`src/rtl/indexed_add_pipe.sv`:
```
// Two-stage valid/ready adder with optional accumulator operand.
// Outputs (sum, carry, bit_o = sum[sel], sel_oob) from a registered S2.
module indexed_add_pipe #(
  parameter int WIDTH = 4,
  parameter int SELW  = (WIDTH > 1) ? $clog2(WIDTH) : 1
) (
  input  logic             clk,
  input  logic             rst_n,
  input  logic             in_valid,
  output logic             in_ready,
  input  logic [WIDTH-1:0] a,
  input  logic [WIDTH-1:0] b,
  input  logic [SELW-1:0]  sel,
  input  logic             acc_en,
  input  logic             acc_clr,
  output logic             out_valid,
  input  logic             out_ready,
  output logic [WIDTH-1:0] sum,
  output logic             carry,
  output logic             bit_o,
  output logic             sel_oob
);

  logic             s1_valid_q, s1_valid_d;
  logic [WIDTH-1:0] s1_a_q, s1_a_d;
  logic [WIDTH-1:0] s1_b_q, s1_b_d;
  logic [SELW-1:0]  s1_sel_q, s1_sel_d;

  logic             out_valid_q, out_valid_d;
  logic [WIDTH-1:0] sum_q, sum_d;
  logic             carry_q, carry_d;
  logic             bit_q, bit_d;
  logic             oob_q, oob_d;

  logic [WIDTH-1:0] acc_q, acc_d;

  logic             s1_advance;
  logic             accept;
  logic [WIDTH-1:0] b_eff;
  logic [WIDTH:0]   sum_w;
  logic [WIDTH-1:0] shifted;
  logic [31:0]      sel_wide;
  logic             oob_w;

  assign s1_advance = s1_valid_q && (!out_valid_q || out_ready);
  assign in_ready   = !s1_valid_q || s1_advance;
  assign accept     = in_valid && in_ready;

  always_comb begin
    b_eff = b;
    unique case (1'b1)
      !acc_en:            b_eff = b;
      acc_en && acc_clr:  b_eff = '0;
      acc_en && !acc_clr: b_eff = acc_q;
      default:            b_eff = b;
    endcase
  end

  // Accumulator follows the accept so back-to-back
  // accumulate transactions chain without a bubble.
  always_comb begin
    acc_d = acc_q;
    if (accept) begin
      if (acc_en)       acc_d = b_eff + a;
      else if (acc_clr) acc_d = '0;
    end
  end

  always_comb begin
    s1_valid_d = s1_valid_q;
    s1_a_d     = s1_a_q;
    s1_b_d     = s1_b_q;
    s1_sel_d   = s1_sel_q;
    if (accept) begin
      s1_valid_d = 1'b1;
      s1_a_d     = a;
      s1_b_d     = b_eff;
      s1_sel_d   = sel;
    end else if (s1_advance) begin
      s1_valid_d = 1'b0;
    end
  end

  assign sum_w    = {1'b0, s1_a_q} + {1'b0, s1_b_q};
  assign shifted  = sum_w[WIDTH-1:0] >> s1_sel_q;
  assign sel_wide = 32'(s1_sel_q);
  assign oob_w    = sel_wide >= 32'(WIDTH);

  always_comb begin
    out_valid_d = out_valid_q;
    sum_d       = sum_q;
    carry_d     = carry_q;
    bit_d       = bit_q;
    oob_d       = oob_q;
    if (s1_advance) begin
      out_valid_d = 1'b1;
      sum_d       = sum_w[WIDTH-1:0];
      carry_d     = sum_w[WIDTH];
      bit_d       = oob_w ? 1'b0 : shifted[0];
      oob_d       = oob_w;
    end else if (out_ready) begin
      out_valid_d = 1'b0;
    end
  end

  always_ff @(posedge clk or negedge rst_n) begin
    if (!rst_n) begin
      s1_valid_q  <= 1'b0;
      s1_a_q      <= '0;
      s1_b_q      <= '0;
      s1_sel_q    <= '0;
      out_valid_q <= 1'b0;
      sum_q       <= '0;
      carry_q     <= 1'b0;
      bit_q       <= 1'b0;
      oob_q       <= 1'b0;
      acc_q       <= '0;
    end else begin
      s1_valid_q  <= s1_valid_d;
      s1_a_q      <= s1_a_d;
      s1_b_q      <= s1_b_d;
      s1_sel_q    <= s1_sel_d;
      out_valid_q <= out_valid_d;
      sum_q       <= sum_d;
      carry_q     <= carry_d;
      bit_q       <= bit_d;
      oob_q       <= oob_d;
      acc_q       <= acc_d;
    end
  end

  assign out_valid = out_valid_q;
  assign sum       = sum_q;
  assign carry     = carry_q;
  assign bit_o     = bit_q;
  assign sel_oob   = oob_q;

endmodule

```
`config.mk`:
```
export PLATFORM = sky130hd
export DESIGN_NAME = indexed_add_pipe
export DESIGN_NICKNAME = d
export VERILOG_FILES = /design/src/rtl/indexed_add_pipe.sv
export SDC_FILE = /design/constraint.sdc
export NUM_CORES = 1
export LEC_CHECK = 0
export CORE_ASPECT_RATIO = 0.7
export CORE_MARGIN = 3
export CORE_UTILIZATION = 53
export DETAILED_ROUTE_END_ITERATION = 10
export PLACE_DENSITY = 0.85
export REMOVE_ABC_BUFFERS = 1
export SLEW_MARGIN = 15
export SYNTH_ARGS = -nofsm -noshare
export SYNTH_HDL_FRONTEND = slang
export SYNTH_SLANG_ARGS = --single-unit
```
`constraint.sdc`:
```
create_clock -name clk -period 4.67 [get_ports clk]
set_input_delay 0.934 -clock clk [delete_from_list [all_inputs] [get_ports clk]]
set_output_delay 0.934 -clock clk [all_outputs]
set_load 0.02 [all_outputs]
```
==> reports/qor.txt <==
Highest Clock Rate -> 317 MHz
Dominant combinational cell family by area after synthesis -> simple AND/OR/NAND/NOR gates
Hold Path End -> sum[3]
Worst endpoint data arrival time -> 2.22 ns
Pre-CTS setup slack -> 1.50 ns
Worst r2r src -> s1_a_q[0]
First-pass detailed-route iteration total -> 4
R2r setup slk -> 2.72 ns
Avg Vias per Cell -> 5.33
Mux share of post-synthesis cell area -> 10.5%
Via count -> 847
Postcts setup bufs -> 0
Hold Buf Count CTS -> 0
Compound-cell area share of the yosys netlist -> 12.8%
WL final -> 2.29 mm
Tcrit/Tclk final -> 67.6%
Xor/xnor share of the synthesized area -> 2.24%
I/O pin cnt -> 25
Seq/Total Area, Yosys -> 47.0%
Synth cell types -> 33
Cells after Synth -> 105
Share of post-route cells with drive strength above 1 -> 14.7%
Slew headroom -> 33.1%
Top FF cell, synth -> dfrtp_1
Core Region -> 1970 um2
Worst-Margin Slew -> 1.00 ns
Hold Fails Final Rpt -> 0
Comb pwr share -> 38.9%
Worst Skew -> 0.00985 ns
CTS tree -> done
Int Pwr -> 0.000377 W
Hold Slack -> 0.508 ns
Min-delay src -> sum[3]
Largest net degree at the start of global routing -> 23
Hold path depth -> 2
CTS buffer count -> 3
CTS Sinks -> 22
Clock power frac -> 15.0%
Setup violations, final -> 0
DRC -> 0
Sw Ratio -> 33.1%
Number of gates resized after CTS -> 0
PD cells -> 389 nW/um2
Final Critical Period -> 3.16 ns
Vias in the first global route -> 936
N_diodes -> 0
Reg2Reg Capture Point -> bit_o
Crit path launch -> out_ready
WL/cell -> 14.4 um
Die height -> 45.3 um
Die footprint -> 2820 um2
Warnings, synthesis -> 0
Synth area leader -> dfrtp_1
Post-route cell area -> 1450 um2
Synth Cell Area -> 1170 um2
Setup TNS -> 0 ns
CP Class -> in -> out
CTS root buffer -> clkbuf_4
Clock Latency Late Sink -> 0.31 ns
Most frequent cells after synthesis -> 22 x dfrtp_1, 12 x nand2_1, 10 x mux2_2, 8 x o21ai_0, 7 x ha_1
Max-slew violations -> 0
# Max-Cap Violations -> 0
R2R cell count -> 6
Sw power -> 0.000187 W
Post-synth EDFFs -> 0
Hold Path Class -> reg -> reg
Lkg Pwr -> 0.674 nW
Worst setup margin -> 1.51 ns
Post-synthesis async set-or-reset flop share -> 100%
Final Util -> 73.6%
Gpl congestion -> 0.808
Crit. End Element -> primary output
CP Launch Type -> input pin
Area share of the largest cell type after synthesis -> 47.0%
DR iter-0 viols -> 32
Chip width -> 62.2 um
Outcome -> finished clean
Hpwl dp -> 1.79 mm
Critical path peak fanout -> 5
Placed inst area -> 1430 um2
Worst vdd ir -> 0.000219 V
Area growth from synthesis to layout -> 23.7%
ANT nets after route -> 0
Flop pwr share -> 46.1%
CTS H-tree depth -> 1
Max Buffers Root-to-Sink -> 2
GRT Util Overall -> 19.1%
Synthesized area per cell -> 11.2 um2
RSZ-0062 raised after global routing -> false
Seq cells post-synth -> 22
Nets -> 156
Most common cell in the synthesized netlist -> dfrtp_1
Cell row count -> 13
Worst-path clk slew -> 0.12 ns
Synth Area in Simple Gates -> 13.2%
Area contributors post-synth -> dfrtp_1 47%, mux2_2 9.6%, ha_1 7.5%, nand2_1 3.8%, fa_1 3.4%
Antenna violations before repair -> 0
Adder-cell area share of the yosys netlist -> 10.9%
Port bufs -> 23
First-pass GRT wire length -> 4.07 mm
Grt total ovfl -> 0
Req. time, crit path -> 3.74 ns
Starting Density -> 59.5%
-- layer usage --
metal	global-route usage (%)	share of wire [%]	wire, um	vias to the layer above
met1	21.9	46	1040	410
met4	7.93	0.66	15	0
met2	34.2	48	1110	22
met3	6.22	5.2	118	2
li1	-	-	-	413
met5	0	0	0	-
-- kinds of logic (layout without fill, tap and decap cells) --
| logic type | Yosys count | after routing |
|---|---|---|
| other | 1 | 1 |
| AO/OA/AOI/OAI | 23 | 23 |
| buffers and inverters | 8 | 32 |
| adder cells (fa/ha/maj) | 9 | 9 |
| AND/OR/NAND/NOR | 28 | 28 |
| flip-flops | 22 | 22 |
| multiplexers | 11 | 11 |
| XOR/XNOR | 3 | 3 |
-- worst max-delay path by stage --
stage                    end  slack [ns]  cells after the start
floorplan           acc_q[3]        2.24                      8
global placement    in_ready        1.55                      3
detailed placement  acc_q[3]        1.50                      9
CTS                 in_ready        1.51                      3
global route        in_ready        1.45                      3
finish              in_ready        1.51                      3
-- worst max-delay path: stages --
cell and delay (ns):
clkdlybuf4s50_1 0.47, nand3b_1 0.19, clkdlybuf4s50_1 0.63
-- cells in the final DEF (no fill, tap or decap), types with 2 or more instances in the layout --
cell	instances
inv_1	6
a22o_1	3
ha_1	7
nor2_1	2
and2b_2	2
mux2_2	10
a21oi_1	5
xor2_1	2
fa_1	2
o21ai_0	8
dfrtp_1	22
clkbuf_4	3
clkdlybuf4s50_1	23
a21o_1	2
nand2b_1	3
nand2_1	12
-- power by group through the flow --
stage	clock [W]	combinational, W	sequential, W
6_report	0.0000845	0.000219	0.000260
5_1_grt	0.0000986	0.000238	0.000265
4_1_cts	0.0000880	0.000220	0.000260
3_5_place_dp	0	0.000219	0.000264
3_3_place_gp	0	0.000211	0.000260
2_1_floorplan	0	0.0000992	0.000289
-- stage by stage --
step	instances	total power, W
after floorplan	103	0.000388
after global placement	156	0.000471
after detailed placement	156	0.000483
after CTS	159	0.000568
after global routing	159	0.000601
final	159	0.000564
-- layout make-up --
cell class | count | area [um2]
multi-input combinational | 75 | 586
sequential | 22 | 551
fill | 139 | 519
timing repair buffer | 23 | 230
tap | 30 | 37.5
clock buffer | 3 | 22.5
inverter | 6 | 22.5
-- state kept, by name, indices dropped and copies added (netlist names) --
name / cells
s1_sel_q: 2
carry: 1
acc_q: 4
out_valid: 1
s1_b_q: 4
sum: 4
s1_a_q: 4
s1_valid_q: 1
bit_o: 1
Power figures use the tool's default switching activity.
